### src/rtl/alarm_pkg.sv
// Shared encodings and 12-hour BCD increment rules for the alarm clock.
// Used by both the time counter and the alarm controller.
package alarm_pkg;

    typedef enum logic [1:0] {
        MODE_RUN       = 2'b00,
        MODE_SET_TIME  = 2'b01,
        MODE_SET_ALARM = 2'b10
    } mode_e;

    typedef enum logic [1:0] {
        R_IDLE   = 2'b00,
        R_RING   = 2'b01,
        R_SNOOZE = 2'b10
    } ring_e;

    // 12 -> 01, 09 -> 10, otherwise +1
    function automatic logic [7:0] bcd12_hour_inc(
        input logic [3:0] hourten,
        input logic [3:0] hour
    );
        logic [7:0] r;
        if (hourten == 4'd1 && hour == 4'd2) begin
            r = {4'd0, 4'd1};
        end else if (hour == 4'd9) begin
            r = {hourten + 4'd1, 4'd0};
        end else begin
            r = {hourten, hour + 4'd1};
        end
        return r;
    endfunction

    // 59 -> 00 with no carry out to the hour
    function automatic logic [7:0] bcd_min_inc(
        input logic [3:0] minten,
        input logic [3:0] min
    );
        logic [7:0] r;
        if (min == 4'd9) begin
            r = (minten == 4'd5) ? 8'h00 : {minten + 4'd1, 4'd0};
        end else begin
            r = {minten, min + 4'd1};
        end
        return r;
    endfunction

endpackage

### src/rtl/alarm_ring_fsm.sv
// Ring/snooze sequencer with saturating minute-tick counters.
// Disabling the alarm or entering a set mode returns it to idle.
module alarm_ring_fsm
    import alarm_pkg::*;
#(
    parameter int SNOOZE_TICKS = 9,
    parameter int RING_TIMEOUT = 5
) (
    input  logic clk,
    input  logic rst,
    input  logic tick,
    input  logic trig,
    input  logic btn_snooze,
    input  logic alarm_en,
    input  logic force_idle,
    output logic ring
);

    localparam logic [7:0] RT = 8'(RING_TIMEOUT);
    localparam logic [7:0] ST = 8'(SNOOZE_TICKS);

    ring_e      state_q;
    logic [7:0] cnt_q;
    logic [7:0] cnt_inc;
    logic       ring_q;

    assign cnt_inc = (cnt_q == 8'hFF) ? cnt_q : cnt_q + 8'd1;

    always_ff @(posedge clk) begin
        if (rst || !alarm_en || force_idle) begin
            state_q <= R_IDLE;
            cnt_q   <= 8'd0;
            ring_q  <= 1'b0;
        end else begin
            unique case (state_q)
                R_IDLE: begin
                    if (trig) begin
                        state_q <= R_RING;
                        cnt_q   <= 8'd0;
                        ring_q  <= 1'b1;
                    end
                end
                R_RING: begin
                    // snooze outranks a timeout tick in the same cycle
                    if (btn_snooze) begin
                        state_q <= R_SNOOZE;
                        cnt_q   <= 8'd0;
                        ring_q  <= 1'b0;
                    end else if (tick) begin
                        if (cnt_inc >= RT) begin
                            state_q <= R_IDLE;
                            cnt_q   <= 8'd0;
                            ring_q  <= 1'b0;
                        end else begin
                            cnt_q <= cnt_inc;
                        end
                    end
                end
                R_SNOOZE: begin
                    if (tick) begin
                        if (cnt_inc >= ST) begin
                            state_q <= R_RING;
                            cnt_q   <= 8'd0;
                            ring_q  <= 1'b1;
                        end else begin
                            cnt_q <= cnt_inc;
                        end
                    end
                end
                default: begin
                    state_q <= R_IDLE;
                    cnt_q   <= 8'd0;
                    ring_q  <= 1'b0;
                end
            endcase
        end
    end

    assign ring = ring_q;

endmodule

### src/rtl/alarm_controller.sv
// Mode sequencer, set pulses, alarm register and match detect.
// All outputs are registered one cycle after their input pulse.
module alarm_controller
    import alarm_pkg::*;
#(
    parameter int SNOOZE_TICKS = 9,
    parameter int RING_TIMEOUT = 5
) (
    input  logic       clk,
    input  logic       rst,
    input  logic       tick,
    input  logic       btn_mode,
    input  logic       btn_hour,
    input  logic       btn_min,
    input  logic       btn_snooze,
    input  logic       alarm_en,
    input  logic [3:0] t_min,
    input  logic [3:0] t_minten,
    input  logic [3:0] t_hour,
    input  logic [3:0] t_hourten,
    output logic       cnt_en,
    output logic       set_hour,
    output logic       set_min,
    output logic [3:0] a_min,
    output logic [3:0] a_minten,
    output logic [3:0] a_hour,
    output logic [3:0] a_hourten,
    output logic       disp_alarm,
    output logic [1:0] mode,
    output logic       ring
);

    mode_e       mode_q, mode_d;
    logic [15:0] alarm_q, alarm_d;
    logic        cnt_en_q, set_hour_q, set_min_q;
    logic        disp_q, eq_q;
    logic        eq, trig, force_idle;
    logic        set_time, set_alarm;

    assign set_time  = (mode_q == MODE_SET_TIME) && !btn_mode;
    assign set_alarm = (mode_q == MODE_SET_ALARM) && !btn_mode;

    always_comb begin
        mode_d = mode_q;
        if (btn_mode) begin
            unique case (mode_q)
                MODE_RUN:      mode_d = MODE_SET_TIME;
                MODE_SET_TIME: mode_d = MODE_SET_ALARM;
                default:       mode_d = MODE_RUN;
            endcase
        end
    end

    always_comb begin
        alarm_d = alarm_q;
        if (set_alarm && btn_hour)
            alarm_d[15:8] = bcd12_hour_inc(alarm_q[15:12], alarm_q[11:8]);
        if (set_alarm && btn_min)
            alarm_d[7:0] = bcd_min_inc(alarm_q[7:4], alarm_q[3:0]);
    end

    always_ff @(posedge clk) begin
        if (rst) begin
            mode_q     <= MODE_RUN;
            alarm_q    <= 16'h1200;
            cnt_en_q   <= 1'b0;
            set_hour_q <= 1'b0;
            set_min_q  <= 1'b0;
            disp_q     <= 1'b0;
            eq_q       <= 1'b0;
        end else begin
            mode_q     <= mode_d;
            alarm_q    <= alarm_d;
            cnt_en_q   <= tick && (mode_q == MODE_RUN);
            set_hour_q <= set_time && btn_hour;
            set_min_q  <= set_time && btn_min;
            disp_q     <= (mode_d == MODE_SET_ALARM);
            eq_q       <= eq;
        end
    end

    assign eq = ({t_hourten, t_hour, t_minten, t_min} == alarm_q);
    assign trig = eq && !eq_q && alarm_en && (mode_q == MODE_RUN);
    // leaving RUN for either set mode silences the alarm
    assign force_idle = btn_mode && (mode_q != MODE_SET_ALARM);

    alarm_ring_fsm #(
        .SNOOZE_TICKS (SNOOZE_TICKS),
        .RING_TIMEOUT (RING_TIMEOUT)
    ) u_ring (
        .clk        (clk),
        .rst        (rst),
        .tick       (tick),
        .trig       (trig),
        .btn_snooze (btn_snooze),
        .alarm_en   (alarm_en),
        .force_idle (force_idle),
        .ring       (ring)
    );

    assign mode       = mode_q;
    assign cnt_en     = cnt_en_q;
    assign set_hour   = set_hour_q;
    assign set_min    = set_min_q;
    assign disp_alarm = disp_q;
    assign a_hourten  = alarm_q[15:12];
    assign a_hour     = alarm_q[11:8];
    assign a_minten   = alarm_q[7:4];
    assign a_min      = alarm_q[3:0];

endmodule
### config.mk
export PLATFORM = sky130hd
export DESIGN_NAME = alarm_controller
export DESIGN_NICKNAME = d
export VERILOG_FILES = /design/src/rtl/alarm_pkg.sv /design/src/rtl/alarm_ring_fsm.sv /design/src/rtl/alarm_controller.sv
export SDC_FILE = /design/constraint.sdc
export NUM_CORES = 1
export LEC_CHECK = 0
export ABC_AREA = 1
export CORE_UTILIZATION = 50
export CTS_BUF_LIST = sky130_fd_sc_hd__clkbuf_2
export DETAILED_ROUTE_END_ITERATION = 10
export PLACE_DENSITY = 0.79
export SETUP_SLACK_MARGIN = 0.4
export SLEW_MARGIN = 20
export SYNTH_ARGS = -nofsm -noshare
export SYNTH_HDL_FRONTEND = slang
export SYNTH_SLANG_ARGS = --single-unit
### constraint.sdc
create_clock -name clk -period 2.23 [get_ports clk]
set_input_delay 0.223 -clock clk [delete_from_list [all_inputs] [get_ports clk]]
set_output_delay 0.223 -clock clk [all_outputs]
set_load 0.02 [all_outputs]
==> key figures, run 1 <==
Worst setup path
  – Capturing element type of the critical path: register
  – Crit path largest cell delay: 0.40 ns
  – Slowest CP cell: dfxtp_4
  – Cell mode on critical path: nand3_1
  – Nature of the critical path startpoint: register
  – Critical path class: register to register
  – Critical Path RT: 2.54 ns
  – Worst path buffer plus inverter count: 0
  – Largest fanout on the critical path: 6
  – Worst EP arrival: 2.08 ns
  – Cell Chain, Critical Path: ha_4, nand2_4, nor2_4, nand2_4, nand3_1, nor2_2, nand3_1, nor2_2, nor2_4, nand3_1, nand2_1, nor2_1
  – Cell type group with the largest total delay on the critical path: simple AND/OR/NAND/NOR gates

STA
  – Slew at the pin closest to its max-slew limit: 0.351 ns
  – Period minus WS final: 1.77 ns
  – Setup repair after global routing missed its margin: yes
  – Final Hold Vio Count: 0
  – Final Max Tran Viols: 0
  – Final TNS setup: 0 ns
  – Final worst-path cycle share: 79.5%
  – Final setup fails: 0
  – Clock skew: 0.00812 ns
  – Remaining max-slew budget at the tightest pin: 76.6%
  – Fmax: 0.564 GHz

Global routing
  – Number of antenna violations at the first check in global routing: 0
  – Overflow after GRT: 0
  – First-pass GRT wire length: 7460 um
  – Maximum number of pins on one net before global-route repair: 13
  – Number of global-route vias before repair: 1,802
  – Total track usage: 21.8%

Cells and area
  – Most common cell after layout, fill and taps aside: nand2_1
  – Number of filler cells placed in the layout: 345
  – Largest register FFs: 16
  – Largest Register: alarm_q
  – Final cell count without fillers: 449
  – Area growth syn-to-layout: 33.3%
  – Register Area: 674 sq um
  – Multi-input logic area: 1290 sq um
  – Final layout net count: 429
  – Final Instance Area: 2820 sq um
  – Layout cell share with drive strength beyond 1: 13.8%
  – Commonest non-fill, non-tap cells in the layout: nand2_1, inv_1, nor2_1
  – Antenna Cells: 0

Power
  – Combinational share of power: 11.2%
  – Max IR drop VDD: 0.417 mV
  – Design internal power: 852 uW
  – Pwr/cell area: 396 nW/um^2
  – Sw Share: 23.6%
  – Leak Pwr: 1.24 nW
  – Clock group share of total power: 35.1%
  – Net switching power figure: 263 uW
  – Proportion of power drawn by flip-flops and latches: 53.7%

Place
  – Number of cells after detailed placement: 437
  – Dpl hpwl: 3610 um
  – Post-place instance area: 2650 sq um
  – Number of buffers added on ports: 46
  – Placer Congestion: 0.823

CTS
  – Hold_buf cts: 0
  – Number of buffers between clock root and the deepest sink: 2
  – Clock buffer count from CTS: 5
  – Number of sinks driven by the clock tree: 33
  – Master cell of the clock root buffer: clkbuf_2
  – CTS tree: done
  – Clock latency reported for the late side of the worst-skew pair: 0.37 ns
  – Clock input transition at the sequential cells of the worst setup and hold paths: 0.17 ns
  – Max H-tree Level: 2

Yosys
  – YS warnings: 0
  – Main area contributors after synthesis: dfxtp_1, nand2_1, inv_1, nor2_1, nand3_1
  – Sequential-to-total area share from yosys stat: 31.2%
  – Number of distinct library cells after synthesis: 30
  – Post-Syn Nets: 372
  – Cell type with the highest aggregate area in the netlist: dfxtp_1
  – Summed instance area of the synthesized netlist: 2110 sq um
  – Number of flip-flops and latches in the synthesized netlist: 33
  – Synthesized area per cell: 6.20 sq um
  – Count of mapped cells out of synthesis: 341
  – Fraction of synthesized cell area taken by the top area cell type: 31.2%

Route
  – Wire length reported by the detailed router: 4840 um
  – DR vias/cell: 4.93
  – Vias: 2,212
  – Drt drc: 0
  – TritonRoute pass-1 iters: 5
  – Antenna-violating nets left: 0
  – Routed length per placed instance: 10.8 um
  – Initial drt markers: 156

Floorplan
  – Std-Cell Core Area: 4030 sq um
  – # rows: 23
  – Die Height: 67.0 um
  – Count of boundary I/O pins: 47
  – Chip width: 67.0 um
  – Initial Utilization: 52.5%
  – Die Area: 4490 sq um

Job
  – Number of max-capacitance violations reported: 0

Status
  – Result of the run: finished clean

Min path
  – HP Class: primary input to register
-- routing by layer --
| metal | track usage (%) | part of all wire, % | vias to the layer above |
|---|---|---|---|
| met1 | 28.5 | 47 | 963 |
| li1 | - | - | 1180 |
| met2 | 35.5 | 47 | 63 |
| met4 | 4.52 | 1.0 | 0 |
| met5 | 0 | 0 | - |
| met3 | 5.82 | 5.1 | 6 |
-- worst register-to-register path, delay by kind of cell (launching register included) --
kind,cells,cell delay [ns]
adders and majority gates,1,0.17
DFF,1,0.40
and+or+nand+nor,11,1.15
-- logic make-up (layout without fill, tap and decap cells) --
kind of cell | Yosys count | in the layout | share of synthesized area [%]
adder cells (fa/ha/maj) | 7 | 7 | 4.14
AO/OA/AOI/OAI | 32 | 32 | 8.99
AND/OR/NAND/NOR | 203 | 203 | 42.5
XOR/XNOR | 6 | 6 | 2.49
flip-flops | 33 | 33 | 31.2
buffers and inverters | 60 | 118 | 10.7
-- through the flow --
| step | utilization (%) | worst slack [ns] | hold WS [ns] | power (mW) |
|---|---|---|---|---|
| global route | 70.0 | 0.367 | 0.391 | 1.16 |
| CTS | 67.3 | 0.457 | 0.395 | 1.13 |
| floorplan | - | 0.535 | 0.351 | 0.669 |
| detailed placement | 65.7 | 0.270 | 0.488 | 0.739 |
| finish | 70.0 | 0.458 | 0.407 | 1.12 |
| global placement | 65.7 | 0.289 | 0.484 | 0.736 |
-- Yosys cell counts (all sizes together) --
cell type,count
a21boi,1
a21oi,15
a31oi,1
buf,1
clkbuf,1
dfxtp,33
ha,7
inv,58
nand2,95
nand3,27
nand4,4
nor2,63
nor3,11
nor3b,1
nor4,1
o211a,1
o21ai,11
o21bai,1
o221ai,1
o311ai,1
or2,1
xor2,6
-- power by group through the flow --
stage,logic (mW),clock network [mW],registers (mW)
after floorplan,0.0489,0,0.620
after global routing,0.139,0.420,0.600
after detailed placement,0.125,0,0.614
final,0.125,0.392,0.599
after global placement,0.123,0,0.614
after CTS,0.126,0.399,0.601
-- worst paths after layout --
path	from	cells after the start	slack, ns	to
worst min-delay path	btn_min	3	0.41	set_min$_SDFF_PP0_
worst max-delay path	u_ring.cnt_q[0]$_SDFFE_PP0P_	12	0.46	u_ring.ring$_SDFFE_PP0P_
worst min register to register	u_ring.cnt_q[6]$_SDFFE_PP0P_	2	0.51	u_ring.cnt_q[6]$_SDFFE_PP0P_
worst max register to register	u_ring.cnt_q[0]$_SDFFE_PP0P_	12	0.46	u_ring.ring$_SDFFE_PP0P_
-- final cells by class --
class                   count  share of cell area (%)
well taps                  50                    2.22
multi-input cells         248                    45.8
flip-flops and latches     33                    23.9
repair buffers             52                    18.1
clock buffers               6                    1.07
inverters                  58                    7.72
clock inverters             2                    1.20
-- repair_timing --
item / CTS / global route
buffers inserted: 0 / 4
setup endpoints to repair: 3 / 8
pin swaps: 0 / 8
resized for setup: 3 / 26
(Power assumes the default switching activity.)
==> inputs of run 2 (changes only) <==
--- a/config.mk
+++ b/config.mk
@@ -6,10 +6,10 @@
 export NUM_CORES = 1
 export LEC_CHECK = 0
 export ABC_AREA = 1
-export CORE_UTILIZATION = 50
+export CORE_UTILIZATION = 47
 export CTS_BUF_LIST = sky130_fd_sc_hd__clkbuf_2
 export DETAILED_ROUTE_END_ITERATION = 10
-export PLACE_DENSITY = 0.79
+export PLACE_DENSITY = 0.78
 export SETUP_SLACK_MARGIN = 0.4
 export SLEW_MARGIN = 20
 export SYNTH_ARGS = -nofsm -noshare
==> constraint.sdc (replaced) <==
create_clock -name clk -period 1.5 [get_ports clk]
set_input_delay 0.15 -clock clk [delete_from_list [all_inputs] [get_ports clk]]
set_output_delay 0.15 -clock clk [all_outputs]
set_load 0.02 [all_outputs]
==> run 2 against run 1 <==
Net effect:
- the run now ends with negative setup slack left
- non-clock buffer count is 70 higher
- worst hold slack worse by 0.092 ns
- clock skew is 0.040 ns higher
- flip-flop and latch count did not move
- final cell count increased by 16%
- combinational power rose by 120%
- via count is 43% higher
- critical path depth is 1 lower
- core utilization up 18 points
- power grew 46%
- final area is 35% higher
- clock-buffer cell count grew 1
==> key figures, run 2 (synthesis results as in run 1) <==
Worst setup path
  – Cell Chain, Critical Path: buf_4, buf_4, nand4_1, nand3_2, nor2_2, buf_4, nand3_2, nand2_4, nor2_4, nor2_2, nor2_1
  – Critical path class: register to register
  – Number of cells on the critical path: 11 (-1)
  – Cell type group with the largest total delay on the critical path: simple AND/OR/NAND/NOR gates
  – Critical Path RT: 1.84 ns (-0.70 ns)
  – Worst path buffer plus inverter count: 3 (+3)
  – Cell mode on critical path: buf_4
  – Largest fanout on the critical path: 4 (-2)
  – Worst EP arrival: 2.29 ns (+0.21 ns)
  – Slowest CP cell: dfxtp_4
  – Length in cells of the worst reg-to-reg path: 11 (-1)
  – Capturing element type of the critical path: register
  – Crit path largest cell delay: 0.40 ns (about the same)
  – Nature of the critical path startpoint: register

CTS
  – Number of sinks driven by the clock tree: 33 (unchanged)
  – Clock input transition at the sequential cells of the worst setup and hold paths: 0.17 ns (about the same)
  – Clock latency reported for the late side of the worst-skew pair: 0.46 ns (+0.09 ns)
  – Clock buffer count from CTS: 5 (unchanged)
  – Number of buffers between clock root and the deepest sink: 2 (unchanged)
  – CTS tree: done
  – Max H-tree Level: 2 (unchanged)
  – Hold_buf cts: 0 (unchanged)
  – Master cell of the clock root buffer: clkbuf_2

Floorplan
  – Std-Cell Core Area: 4320 sq um (+7.3%)
  – Die Area: 4770 sq um (+6.2%)
  – # rows: 24 (+4.3%)
  – Chip width: 69.1 um (+3.1%)
  – Die Height: 69.1 um (+3.1%)
  – Initial Utilization: 48.9% (-3.6 points)
  – Count of boundary I/O pins: 47 (unchanged)

Min path
  – HP Class: primary input to register
  – Hold Path Stages: 3 (unchanged)

Global routing
  – Number of global-route vias before repair: 2,741 (+52%)
  – Maximum number of pins on one net before global-route repair: 13 (unchanged)
  – Number of antenna violations at the first check in global routing: 0 (unchanged)
  – Overflow after GRT: 0 (unchanged)
  – First-pass GRT wire length: 12,000 um (+61%)
  – Total track usage: 31.3% (+9.5 points)

Power
  – Clock group share of total power: 30.1% (-5.0 points)
  – Final total power: 1.63 mW (+46%)
  – Leak Pwr: 1.74 nW (+40%)
  – Max IR drop VDD: 0.536 mV (+29%)
  – Pwr/cell area: 429 nW/um^2 (+8.3%)
  – Sw Share: 32.3% (+8.7 points)
  – Proportion of power drawn by flip-flops and latches: 52.9% (-0.8 points)
  – Net switching power figure: 527 uW (+100%)
  – Combinational share of power: 17.0% (+5.8 points)
  – Design internal power: 1.10 mW (+30%)

STA
  – Final TNS setup: -4.09 ns (-4.09 ns)
  – Post-layout worst setup margin: -0.452 ns (-0.910 ns)
  – Final Hold Vio Count: 0 (unchanged)
  – Setup repair after global routing missed its margin: yes
  – Slew at the pin closest to its max-slew limit: 0.534 ns (+0.183 ns)
  – Period minus WS final: 1.95 ns (+0.180 ns)
  – Final setup fails: 19 (+19)
  – Final worst-path cycle share: 130% (+51 points)
  – Fmax: 0.512 GHz (-9.2%)
  – Remaining max-slew budget at the tightest pin: 64.3% (-12 points)
  – Final Max Tran Viols: 0 (unchanged)
  – Clock skew: 0.0479 ns (+0.0397 ns)

Place
  – Dpl ws: -0.353 ns (-0.623 ns)
  – Number of buffers added on ports: 46 (unchanged)
  – Dpl hpwl: 4230 um (+17%)
  – Post-place instance area: 3130 sq um (+18%)
  – Placer Congestion: 0.820 (-0.38%)
  – Number of cells after detailed placement: 486 (+11%)

Status
  – Result of the run: finished with violations
  – Failing checks: negative setup slack

Cells and area
  – Largest register FFs: 16 (unchanged)
  – Area growth syn-to-layout: 80.1%
  – Layout cell share with drive strength beyond 1: 49.7% (+36 points)
  – Final layout net count: 499 (+16%)
  – Most common cell after layout, fill and taps aside: nand2_1
  – Final cell count without fillers: 521 (+16%)
  – Final Instance Area: 3810 sq um (+35%)
  – Commonest non-fill, non-tap cells in the layout: nand2_1, buf_4, inv_1
  – Antenna Cells: 0 (unchanged)
  – Largest Register: alarm_q

Route
  – Initial drt markers: 370 (+140%)
  – Antenna-violating nets left: 0 (unchanged)
  – Routed length per placed instance: 20.2 um (+87%)
  – DR vias/cell: 6.05 (+23%)
  – TritonRoute pass-1 iters: 8 (+3)
  – Wire length reported by the detailed router: 10,500 um (+120%)
  – Drt drc: 0 (unchanged)
  – Vias: 3,153 (+43%)

Job
  – Number of max-capacitance violations reported: 0 (unchanged)
run 2: worst register-to-register path: stages, from the launching register on:
cell,delay [ns]
dfxtp_4,0.40
buf_4,0.14
buf_4,0.14
nand4_1,0.14
nand3_2,0.20
nor2_2,0.22
buf_4,0.15
nand3_2,0.10
nand2_4,0.13
nor2_4,0.06
nor2_2,0.12
nor2_1,0.07
run 2: layout make-up:
cell class                 count  area (sq um)
multi-input combinational    248          1610
sequential                    33           746
tap                           52          65.1
timing repair buffer         122          1130
clock inverter                 1          3.75
fill                         190           517
inverter                      58           223
clock buffer                   7          35.0
run 2: routing by layer:
layer  track usage, %  routed length [um]
met1             32.2                3540
met5                0                   0
met2             57.2                5110
met4             20.2                 833
met3             6.29                1040
run 2: timing repair:
action,CTS,global route
buffers inserted,19,8
endpoints found under the setup margin,50,48
cloned,0,0
pin swaps,23,25
resized for setup,172,81
run 2: per-stage QoR:
step / hold WS (ns) / util [%]
finish: 0.315 / 88.0
CTS: 0.291 / 80.4
detailed placement: 0.469 / 72.4
floorplan: 0.278 / -
global placement: 0.458 / 72.4
global route: 0.311 / 88.0
run 2: power by group through the flow:
stage                     logic, mW  registers (mW)  clock network (mW)
final                         0.278           0.863               0.491
after global routing          0.289           0.864               0.513
after CTS                     0.223           0.862               0.437
after detailed placement      0.204           0.881                   0
after global placement        0.199           0.881                   0
after floorplan              0.0755           0.891                   0
run 2: final timing paths:
path,start,end,slack (ns)
max,u_ring.cnt_q[0]$_SDFFE_PP0P_,u_ring.ring$_SDFFE_PP0P_,-0.45
min,tick,cnt_en$_SDFF_PP0_,0.32
max reg2reg,u_ring.cnt_q[0]$_SDFFE_PP0P_,u_ring.ring$_SDFFE_PP0P_,-0.45
min reg2reg,u_ring.cnt_q[6]$_SDFFE_PP0P_,u_ring.cnt_q[6]$_SDFFE_PP0P_,0.50
==> inputs of run 3 (changes only) <==
--- a/config.mk
+++ b/config.mk
@@ -6,10 +6,12 @@
 export NUM_CORES = 1
 export LEC_CHECK = 0
 export ABC_AREA = 1
-export CORE_UTILIZATION = 47
+export CELL_PAD_IN_SITES_DETAIL_PLACEMENT = 0
+export CELL_PAD_IN_SITES_GLOBAL_PLACEMENT = 1
+export CORE_UTILIZATION = 32
 export CTS_BUF_LIST = sky130_fd_sc_hd__clkbuf_2
 export DETAILED_ROUTE_END_ITERATION = 10
-export PLACE_DENSITY = 0.78
+export PLACE_DENSITY_LB_ADDON = 0.1
 export SETUP_SLACK_MARGIN = 0.4
 export SLEW_MARGIN = 20
 export SYNTH_ARGS = -nofsm -noshare
==> run 3 against run 2 <==
Net effect:
- the run still ends with negative setup slack left
- flip-flop and latch count stayed put
- setup slack better by 0.24 ns
- final cell count is 6.5% higher
- final area is 0.95% higher
- sequential power hardly changed
- wire length is 41% lower
- clock-buffer cell count is 1 higher
- critical path type unchanged
- largest power group unchanged
- highest routed layer unchanged
==> key figures, run 3 (synthesis results as in run 1) <==
Worst setup path
  – Critical path class: register to register
  – Capturing element type of the critical path: register
  – Critical Path RT: 1.79 ns (-0.05 ns)
  – Largest fanout on the critical path: 5 (+1)
  – Worst EP arrival: 2.01 ns (-0.28 ns)
  – Nature of the critical path startpoint: register

STA
  – Setup repair after global routing missed its margin: yes
  – Final setup fails: 17 (-2)
  – Period minus WS final: 1.72 ns (-0.235 ns)
  – Final Max Tran Viols: 0 (unchanged)
  – Remaining max-slew budget at the tightest pin: 70.1% (+5.8 points)
  – Slew at the pin closest to its max-slew limit: 0.448 ns (-0.0866 ns)
  – Final worst-path cycle share: 114% (-16 points)
  – Final TNS setup: -1.62 ns (+2.47 ns)
  – Fmax: 0.582 GHz (+14%)
  – Clock skew: 0.0124 ns (-0.0354 ns)
  – Final Hold Vio Count: 0 (unchanged)
  – Post-layout worst setup margin: -0.217 ns (+0.235 ns)

Route
  – Vias: 2,502 (-21%)
  – Wire length reported by the detailed router: 6240 um (-41%)
  – Antenna-violating nets left: 0 (unchanged)
  – TritonRoute pass-1 iters: 4 (-4)
  – Drt drc: 0 (unchanged)
  – DR vias/cell: 4.51 (-26%)
  – Initial drt markers: 61 (-84%)
  – Routed length per placed instance: 11.2 um (-44%)

CTS
  – CTS tree: done
  – Clock buffer count from CTS: 5 (unchanged)
  – Number of sinks driven by the clock tree: 33 (unchanged)
  – Clock input transition at the sequential cells of the worst setup and hold paths: 0.17 ns (about the same)
  – Clock latency reported for the late side of the worst-skew pair: 0.37 ns (-0.09 ns)
  – Number of buffers between clock root and the deepest sink: 2 (unchanged)
  – Master cell of the clock root buffer: clkbuf_2
  – Hold_buf cts: 0 (unchanged)
  – Max H-tree Level: 2 (unchanged)

Place
  – Placer Congestion: 0.779 (-5.1%)
  – Dpl hpwl: 4460 um (+5.3%)
  – Post-place instance area: 3200 sq um (+2.2%)
  – Number of cells after detailed placement: 516 (+6.2%)
  – Number of buffers added on ports: 46 (unchanged)

Floorplan
  – Std-Cell Core Area: 6350 sq um (+47%)
  – # rows: 29 (+21%)
  – Count of boundary I/O pins: 47 (unchanged)
  – Chip width: 83.3 um (+21%)
  – Die Area: 6940 sq um (+45%)
  – Die Height: 83.3 um (+21%)
  – Initial Utilization: 33.3% (-16 points)

Job
  – Number of max-capacitance violations reported: 0 (unchanged)

Global routing
  – Number of antenna violations at the first check in global routing: 0 (unchanged)
  – Overflow after GRT: 0 (unchanged)
  – Number of global-route vias before repair: 2,345 (-14%)
  – First-pass GRT wire length: 10,000 um (-16%)
  – Total track usage: 17.5% (-14 points)
  – Maximum number of pins on one net before global-route repair: 13 (unchanged)

Power
  – Max IR drop VDD: 0.493 mV (-8.0%)
  – Pwr/cell area: 404 nW/um^2 (-5.8%)
  – Combinational share of power: 15.7% (-1.3 points)
  – Design internal power: 1.12 mW (+1.5%)
  – Clock group share of total power: 28.8% (-1.3 points)
  – Net switching power figure: 431 uW (-18%)
  – Final total power: 1.55 mW (-4.9%)
  – Sw Share: 27.8% (-4.5 points)
  – Leak Pwr: 1.75 nW (+0.70%)
  – Proportion of power drawn by flip-flops and latches: 55.5% (+2.6 points)

Cells and area
  – Largest Register: alarm_q
  – Antenna Cells: 0 (unchanged)
  – Area growth syn-to-layout: 81.8%
  – Most common cell after layout, fill and taps aside: nand2_1
  – Final layout net count: 508 (+1.8%)
  – Final Instance Area: 3840 sq um (+0.95%)
  – Fin util: 60.5% (-28 points)
  – Final cell count without fillers: 555 (+6.5%)
  – Layout cell share with drive strength beyond 1: 45.4% (-4.3 points)
  – Largest register FFs: 16 (unchanged)
  – Commonest non-fill, non-tap cells in the layout: nand2_1, buf_4, inv_1

Status
  – Result of the run: finished with violations
  – Failing checks: negative setup slack

Min path
  – HP Class: primary input to register
-- run 3: power by group through the flow --
stage / Clock, mW / Combinational, mW / Sequential [mW]
after floorplan: 0 / 0.0755 / 0.891
after global placement: 0 / 0.208 / 0.880
after detailed placement: 0 / 0.208 / 0.881
after CTS: 0.459 / 0.223 / 0.861
after global routing: 0.492 / 0.266 / 0.863
final: 0.447 / 0.243 / 0.862
-- run 3: area by class of cell --
cell class,instances,area [sq um]
clock buffer,8,40.0
tap,77,96.3
sequential,33,738
timing repair buffer,131,1220
fill,607,2510
multi-input combinational,248,1530
inverter,58,220
-- run 3: worst paths after layout --
check	start	to	slack, ns	depth (start not counted)
setup reg to reg	u_ring.cnt_q[1]$_SDFFE_PP0P_	u_ring.ring$_SDFFE_PP0P_	-0.22	12
setup / recovery	u_ring.cnt_q[1]$_SDFFE_PP0P_	u_ring.ring$_SDFFE_PP0P_	-0.22	12
hold / removal	tick	cnt_en$_SDFF_PP0_	0.34	3
hold reg to reg	u_ring.cnt_q[6]$_SDFFE_PP0P_	u_ring.cnt_q[6]$_SDFFE_PP0P_	0.48	2
-- run 3: metrics by stage --
step | hold slack, ns | setup slack [ns]
after floorplan | 0.278 | -0.0124
after global placement | 0.464 | -0.381
after detailed placement | 0.467 | -0.392
after CTS | 0.321 | -0.220
after global routing | 0.328 | -0.342
final | 0.340 | -0.217
-- run 3: metal layers --
metal | wire length, um | vias up | GRT usage, % | share of wire [%]
met3 | 215 | 5 | 2.98 | 3.4
li1 | - | 1337 | - | -
met4 | 31 | 0 | 4.39 | 0.50
met2 | 3010 | 43 | 29.9 | 48
met5 | 0 | - | 0 | 0
met1 | 2990 | 1117 | 22.8 | 48
-- run 3: repair_timing --
| item | CTS | global route |
|---|---|---|
| pin swaps | 24 | 30 |
| setup endpoints to repair | 50 | 45 |
| resized for setup | 161 | 59 |
| setup buffers | 16 | 15 |
| gates cloned | 0 | 0 |
-- run 3: critical path, stage by stage, from the launching register on --
cell and delay [ns]:
dfxtp_4 0.42, ha_4 0.15, nand2_4 0.06, nor2_4 0.16, nand2_1 0.08, nand2_2 0.08, nand4_1 0.12, nor2_4 0.18
nand3_2 0.10, nand2_4 0.10, nor2_4 0.04, nor2_1 0.09, nor2_1 0.05
